File: config.mk
export PLATFORM = sky130hd
export DESIGN_NAME = commit_ctrl
export DESIGN_NICKNAME = d
export VERILOG_FILES = /design/src/rtl/commit_ctrl_pkg.sv /design/src/rtl/commit_ctrl.sv
export SDC_FILE = /design/constraint.sdc
export NUM_CORES = 1
export LEC_CHECK = 0
export ABC_AREA = 1
export CAP_MARGIN = 20
export CORE_ASPECT_RATIO = 1.2
export CORE_UTILIZATION = 31
export DETAILED_ROUTE_END_ITERATION = 10
export DONT_BUFFER_PORTS = 1
export SETUP_SLACK_MARGIN = 0.5
export SYNTH_ARGS = -nofsm -noshare
export SYNTH_HDL_FRONTEND = slang
export SYNTH_SLANG_ARGS = --single-unit
File: constraint.sdc
create_clock -name clk -period 1.76 [get_ports clk]
set_input_delay 0.528 -clock clk [delete_from_list [all_inputs] [get_ports clk]]
set_output_delay 0.528 -clock clk [all_outputs]
set_load 0.05 [all_outputs]
File: src/rtl/commit_ctrl_pkg.sv
// Shared encodings for the commit controller: ROB head entry types,
// sequencer states and default sizing.
package commit_ctrl_pkg;

    localparam int ROB_POS_W_DEF = 4;
    localparam int REG_POS_W_DEF = 5;
    localparam int FLUSH_CYC_DEF = 2;

    typedef enum logic [1:0] {
        HT_REG    = 2'd0,
        HT_STORE  = 2'd1,
        HT_BRANCH = 2'd2,
        HT_HALT   = 2'd3
    } head_type_t;

    typedef enum logic [1:0] {
        S_RUN     = 2'd0,
        S_ST_WAIT = 2'd1,
        S_FLUSH   = 2'd2,
        S_HALTED  = 2'd3
    } state_t;

endpackage

File: src/rtl/commit_ctrl.sv
// Retirement sequencer: retires the ROB head into the RegFile, handshakes
// stores with the LSB, and raises rollback on branch mispredict.
module commit_ctrl
    import commit_ctrl_pkg::*;
#(
    parameter int ROB_POS_W = ROB_POS_W_DEF,
    parameter int REG_POS_W = REG_POS_W_DEF,
    parameter int FLUSH_CYC = FLUSH_CYC_DEF
) (
    input  logic                 clk,
    input  logic                 rst,
    input  logic                 rdy,
    input  logic                 head_valid,
    input  logic                 head_ready,
    input  logic [1:0]           head_type,
    input  logic [REG_POS_W-1:0] head_rd,
    input  logic [31:0]          head_val,
    input  logic [ROB_POS_W-1:0] head_pos,
    input  logic                 head_mispred,
    input  logic [31:0]          head_target,
    output logic                 head_pop,
    output logic                 commit,
    output logic [REG_POS_W-1:0] commit_rd,
    output logic [31:0]          commit_val,
    output logic [ROB_POS_W-1:0] commit_rob_pos,
    output logic                 st_commit,
    output logic [ROB_POS_W-1:0] st_pos,
    input  logic                 st_done,
    output logic                 rollback,
    output logic [31:0]          rollback_pc,
    output logic                 halt,
    output logic [31:0]          retire_cnt,
    output logic [1:0]           dbg_state
);

    localparam int FW = (FLUSH_CYC < 1) ? 1 : $clog2(FLUSH_CYC + 1);

    // Handshake: a head entry is consumed only when head_valid & head_ready
    // are both high at an edge; head_pop is the ROB's one-cycle "advance"
    // strobe. st_commit/st_done form a request/complete pair with st_done
    // observed only while waiting for it.
    state_t               state_q, state_d;
    logic [FW-1:0]        flush_q, flush_d;
    logic                 gap_q, gap_d;
    logic                 pop_d, commit_d, st_commit_d, rollback_d, halt_d;
    logic [REG_POS_W-1:0] commit_rd_d;
    logic [31:0]          commit_val_d, rollback_pc_d, retire_d;
    logic [ROB_POS_W-1:0] commit_rob_pos_d, st_pos_d;

    assign dbg_state = state_q;

    always_comb begin
        state_d          = state_q;
        flush_d          = flush_q;
        gap_d            = gap_q;
        pop_d            = 1'b0;
        commit_d         = 1'b0;
        st_commit_d      = 1'b0;
        rollback_d       = 1'b0;
        halt_d           = halt;
        commit_rd_d      = commit_rd;
        commit_val_d     = commit_val;
        commit_rob_pos_d = commit_rob_pos;
        st_pos_d         = st_pos;
        rollback_pc_d    = rollback_pc;
        retire_d         = retire_cnt;

        if (rdy) begin
            // The ROB head still shows the just-popped entry for one cycle.
            if (gap_q) gap_d = 1'b0;
            case (state_q)
                S_RUN: begin
                    if (!gap_q && head_valid && head_ready) begin
                        case (head_type_t'(head_type))
                            HT_REG, HT_BRANCH: begin
                                pop_d    = 1'b1;
                                gap_d    = 1'b1;
                                retire_d = retire_cnt + 32'd1;
                                if (head_rd != '0) begin
                                    commit_d         = 1'b1;
                                    commit_rd_d      = head_rd;
                                    commit_val_d     = head_val;
                                    commit_rob_pos_d = head_pos;
                                end
                                if (head_type_t'(head_type) == HT_BRANCH && head_mispred) begin
                                    rollback_d    = 1'b1;
                                    rollback_pc_d = head_target;
                                    flush_d       = FW'(FLUSH_CYC);
                                    state_d       = S_FLUSH;
                                end
                            end
                            HT_STORE: begin
                                st_commit_d = 1'b1;
                                st_pos_d    = head_pos;
                                state_d     = S_ST_WAIT;
                            end
                            HT_HALT: begin
                                halt_d   = 1'b1;
                                pop_d    = 1'b1;
                                gap_d    = 1'b1;
                                retire_d = retire_cnt + 32'd1;
                                state_d  = S_HALTED;
                            end
                            default: ;
                        endcase
                    end
                end
                S_ST_WAIT: begin
                    if (st_done) begin
                        pop_d    = 1'b1;
                        gap_d    = 1'b1;
                        retire_d = retire_cnt + 32'd1;
                        state_d  = S_RUN;
                    end
                end
                S_FLUSH: begin
                    if (flush_q <= FW'(1)) begin
                        flush_d = '0;
                        gap_d   = 1'b0;
                        state_d = S_RUN;
                    end else begin
                        flush_d = flush_q - FW'(1);
                    end
                end
                default: ;
            endcase
        end
    end

    always_ff @(posedge clk or negedge rst) begin
        if (!rst) begin
            state_q        <= S_RUN;
            flush_q        <= '0;
            gap_q          <= 1'b0;
            head_pop       <= 1'b0;
            commit         <= 1'b0;
            commit_rd      <= '0;
            commit_val     <= '0;
            commit_rob_pos <= '0;
            st_commit      <= 1'b0;
            st_pos         <= '0;
            rollback       <= 1'b0;
            rollback_pc    <= '0;
            halt           <= 1'b0;
            retire_cnt     <= '0;
        end else begin
            state_q        <= state_d;
            flush_q        <= flush_d;
            gap_q          <= gap_d;
            head_pop       <= pop_d;
            commit         <= commit_d;
            commit_rd      <= commit_rd_d;
            commit_val     <= commit_val_d;
            commit_rob_pos <= commit_rob_pos_d;
            st_commit      <= st_commit_d;
            st_pos         <= st_pos_d;
            rollback       <= rollback_d;
            rollback_pc    <= rollback_pc_d;
            halt           <= halt_d;
            retire_cnt     <= retire_d;
        end
    end

endmodule

### Word level (Yosys, flattened, before mapping)

Index checks and enable logic that the tools add are counted.

| operators by class | value |
|---|---|
| multiplexer cells | 33 |
| equality and inequality tests | 12 |
| add/subtract/negate cells | 2 |
| reductions and logical operators | 19 |
| order comparisons | 1 |

Operator list:

| kind | count |
|---|---|
| $mux 32 | 3 |
| $pmux 32 s2 | 1 |
| $add 32x1->32 const B | 1 |
| $reduce_and 5->1 | 4 |
| $mux 1 | 18 |
| $mux 2 | 7 |
| $ne 2x2->1 const B | 6 |
| $pmux 2 s3 | 2 |
| $reduce_and 4->1 | 2 |
| $eq 2x2->1 const B | 3 |
| $reduce_and 6->1 | 1 |
| $reduce_bool 5->1 | 1 |
| $eq 2x1->1 const B | 2 |
| $logic_not 2->1 | 2 |
| $pmux 2 s2 | 1 |
| $reduce_bool 2->1 | 2 |
| $logic_and 1x1->1 | 3 |
| $ne 3x3->1 const B | 1 |
| $reduce_bool 3->1 | 1 |
| $reduce_or 3->1 | 1 |
| $le 2x1->1 const B | 1 |
| $pmux 1 s2 | 1 |
| $reduce_or 2->1 | 1 |
| $sub 2x1->2 const B | 1 |
| $logic_not 1->1 | 1 |

| storage, ports and cells | value |
|---|---|
| register bits | 119 |
| output and inout bits | 116 |
| input bits | 82 |

### Depth between registers and ports, before layout

| logic depth | value |
|---|---|
| depth in word-level cells | 7 |
| gate-level depth with buffers | 11 |

### Worst setup path after synthesis

No wires, ideal clock.

| path | value |
|---|---|
| path type | reg-to-reg |
| start point | register state_q[1], in the netlist dbg_state[1] |
| end point | register retire_cnt[20] |
| path slack | -0.175 ns |
| period minus slack after synthesis | 1.935 ns |
| cell stages (with the launch flop) | 12 |
| arrival | 1.815 ns |
| library setup time | 0.120 ns |
| path buffers | 1 |
| required time | 1.640 ns |
| path through | dfrtp_1 > inv_1 > ha_1 > nand2_1 > nand2_1 > nor2_2 > nand3_4 > buf_12 > nor2_8 > nand2_1 > nand2_1 > nand2_1 |

| on the way | value |
|---|---|
| cells in the longest elaborated chain, start to end | 3 |
| elaborated cells on any way between the ends | 8 |

RTL lines:

| element | line | source |
|---|---|---|
| from (decl) | commit_ctrl.sv:42 | `state_t state_q, state_d;` |
| from (signal assigned) | commit_ctrl.sv:147 | `state_q <= state_d;` |
| $eq 2x1->1 / $logic_not 2->1 (equally long branches) | commit_ctrl.sv:71 | `case (state_q)` |
| $ne 2x2->1 (no line) / $reduce_bool 2->1 (equally long branches) | n/a |  |
| $reduce_and 5->1 (no line) | n/a |  |
| to (signal assigned) | commit_ctrl.sv:160 | `retire_cnt <= retire_d;` |
| to (decl) | commit_ctrl.sv:32 | `output logic [31:0] retire_cnt,` |

Several ways; a longest one is shown, not always the timed one.
A chain may end at the register's enable or synchronous reset.

### Final worst setup path

| path | value |
|---|---|
| start point | register state_q[0], in the netlist dbg_state[0] |
| end point | output port dbg_state[0] |

RTL lines:

| element | line | source |
|---|---|---|
| to (decl) | commit_ctrl.sv:33 | `output logic [1:0] dbg_state` |

No word-level cell between the ends.

==> results.json <==
{
  "setup_viol": 0,
  "layout.cells.non_filler": 983,
  "cap_violations": 0,
  "synth_simple_gate_area_share_pct": 33.23,
  "fin_util_pct": 46.09,
  "p_seq_share_pct": 53.0,
  "fillerInstances": 1612,
  "synthAdderAreaFrac_pct": 1.149,
  "coreArea_um2": 17050,
  "worst_setup_path_end_kind": "output pin",
  "dr.pass1.iters": 4,
  "synth_area_leaders": "dfrtp_1, nand2_1, nor2_1",
  "place_congestion": 0.7909,
  "p_per_area_nw_per_um2": 1684,
  "yosysTopAreaCell": "dfrtp_1",
  "die_y_um": 147.2,
  "max_freq_ghz": 0.6043,
  "report.final.slew_viol_count": 0,
  "areaGrowthSynthToFinish_pct": 44.31,
  "fin_skew_ns": 0.008822,
  "critPathArrivalTime_ns": 1.13,
  "synth_edf_count": 0,
  "synth.avg_cell_area_um2": 8.299,
  "hold_path_class": "input port to async pin",
  "dieArea_um2": 18100,
  "fin_setup_tns_ns": 0,
  "first_iter_violations": 190,
  "drc": 0,
  "p_sw_mw": 6.306,
  "dpl.hpwl_mm": 9.185,
  "grt_setup_unrepaired": "true",
  "synth_top_area_share_pct": 54.70,
  "violations": "negative hold slack",
  "start_util_pct": 31.94,
  "grt_pass1_vias": 4523,
  "overflow": 0,
  "clock_path_buffers": 2,
  "finalHoldViolations": 119,
  "io_buffers": 0,
  "netlist_instances": 656,
  "final_nets": 841,
  "synth_xor_area_share_pct": 2.827,
  "mappedNetlistArea_um2": 5444,
  "numClockSinks": 119,
  "period_needed_ns": 1.655,
  "postLayoutCellArea_um2": 7856,
  "antenna_found_initial": 0,
  "vdd_drop_max_mv": 0.7935,
  "via_count": 4562,
  "power_leakage_nw": 3.780,
  "switching_share_pct": 47.67,
  "dominantRegCellSynth": "dfrtp_1",
  "p_int_mw": 6.923,
  "num_rows": 52,
  "cp_max_fo": 4,
  "clock_latency_ns": 0.41,
  "cts_root_buf": "clkbuf_16",
  "grt_pass1_wl_mm": 23.12,
  "cp.required_ns": 1.23,
  "diodes": 0,
  "totalWireLength_mm": 15.00,
  "crit_type": "register to output pin",
  "dp_cells": 897,
  "drive_gt1_share_pct": 44.33,
  "ys_ff_latch": 119,
  "detail-route-antenna-nets": 0,
  "track_usage_pct": 16.86,
  "async_flop_share_pct": 100.0,
  "post_dp_cell_area_um2": 5984,
  "synth.area.mux_share_pct": 0,
  "worstMarginPinSlew_ns": 0.3783,
  "ys.warnings.count": 0,
  "syn-num-nets": 743,
  "synth_compound_area_share_pct": 2.229,
  "cts_tree": "done",
  "clk_pin_slew_worst_paths_ns": 0.05,
  "combinationalPowerShare_pct": 22.8,
  "synth_top_family_by_area": "simple AND/OR/NAND/NOR gates",
  "via_per_inst": 4.641,
  "slew_headroom_pct": 74.67,
  "die_x_um": 123.0,
  "status": "complete, but fails checks",
  "crit_path_start_kind": "register",
  "timing.hold.ws_ns": -0.1874,
  "fin_crit_sh_pct": 94.02,
  "yosysUniqueCellTypes": 32,
  "cts_made_buffers": 17,
  "seq_area_frac_synth_pct": 54.70,
  "pwr-share-clk_pct": 24.2,
  "htreeDepth": 4,
  "ios": 198,
  "grt_max_degree": 120,
  "wl_per_cell_um": 15.25
}
per-layer routing:
layer | GRT usage (%) | share of wire [%] | vias up | routed length [µm]
li1 | - | - | 2211 | -
met1 | 19.08 | 39 | 2174 | 5821
met2 | 29.13 | 53 | 152 | 8010
met3 | 5.085 | 5.6 | 25 | 835
met4 | 6.988 | 2.2 | 0 | 328
met5 | 0 | 0 | - | 0
path summary, 6_finish.rpt:
kind / cells after the start / startpoint / end / slack (ns)
setup / recovery: 2 / dbg_state[0]$_DFFE_PN0P_ / dbg_state[0] / 0.11
hold / removal: 0 / rst / commit_val[30]$_DFFE_PN0P_ / -0.19
setup reg to reg: 9 / dbg_state[0]$_DFFE_PN0P_ / retire_cnt[8]$_DFFE_PN0P_ / 0.11
hold reg to reg: 2 / flush_q[0]$_DFFE_PN0P_ / flush_q[0]$_DFFE_PN0P_ / 0.53
max in group asynchronous: 0 / rst / retire_cnt[11]$_DFFE_PN0P_ / 1.78
min in group clk: 2 / head_target[23] / rollback_pc[23]$_DFFE_PN0P_ / 0.21
cells in the final DEF, fill, tap and decap left out, drive strengths merged:
cell      instances
nand2           340
dfrtp           119
buf              90
nor2             63
inv              43
nand3            20
clkbuf           18
o21ai            18
xor2             14
clkinv           13
nand4             6
clkinvlp          5
ha                5
nand3b            4
nor3              2
o211ai            2
a21oi             1
o21bai            1
and2              1
xnor2             1
bufinv            1
layout make-up:
type / instances / area (µm²) / area share [%]
multi-input cells: 478 / 2595 / 33.03
inverters: 43 / 206.4 / 2.628
repair buffers: 90 / 1071 / 13.63
repair inverters: 5 / 76.32 / 0.9715
flip-flops and latches: 119 / 3097 / 39.42
well taps: 216 / 270.3 / 3.440
clock buffers: 18 / 429.2 / 5.463
clock inverters: 14 / 111.4 / 1.417
Yosys cell counts, drive strengths merged (3+ instances only):
cell,instances
nand4,6
dfrtp,119
inv,41
nor2,62
nand3,20
clkbuf,3
buf,14
xor2,14
nand3b,4
nand2,340
ha,5
o21ai,18
registers in the layout, summed over array words and instances, names as in the netlist:
register / cells
rollback_pc: 32
head_pop: 1
gap_q: 1
retire_cnt: 32
commit_rob_pos: 4
flush_q: 2
rollback: 1
st_commit: 1
st_pos: 4
halt: 1
dbg_state: 2
commit: 1
commit_val: 32
commit_rd: 5
stage by stage:
step	hold WS [ns]	power [mW]	setup WS, ns
6_report	-0.1874	13.23	0.1052
5_1_grt	-0.2114	13.85	0.001696
4_1_cts	-0.2089	13.06	0.08445
3_5_place_dp	0.2352	9.034	0.04856
3_3_place_gp	0.2364	8.956	0.1050
2_1_floorplan	0.2324	8.375	0.03622
power by group through the flow:
stage / clock [mW] / combinational (mW) / sequential, mW
floorplan: 0 / 1.29 / 7.08
detailed placement: 0 / 2.17 / 6.86
finish: 3.21 / 3.01 / 7.01
global route: 3.40 / 3.33 / 7.12
CTS: 3.28 / 2.77 / 7.01
global placement: 0 / 2.10 / 6.86
critical path: stages (launching register included):
cell	delay (ns)
dfrtp_2	0.44
buf_6	0.13
buf_8	0.14
repair_timing:
action | CTS | global route
gates resized for setup | 208 | 81
endpoints found under the hold margin | 119 | 119
endpoints found under the setup margin | 232 | 235
pin swaps | 26 | 36
buffers inserted | 41 | 1
cloned | 10 | 2
logic make-up after synthesis:
kind of cell / Yosys count
AND/OR/NAND/NOR: 435
AO/OA/AOI/OAI: 22
adder cells (fa/ha/maj): 5
flip-flops: 119
buffers and inverters: 60
XOR/XNOR: 15
Power figures use the tool's default switching activity.
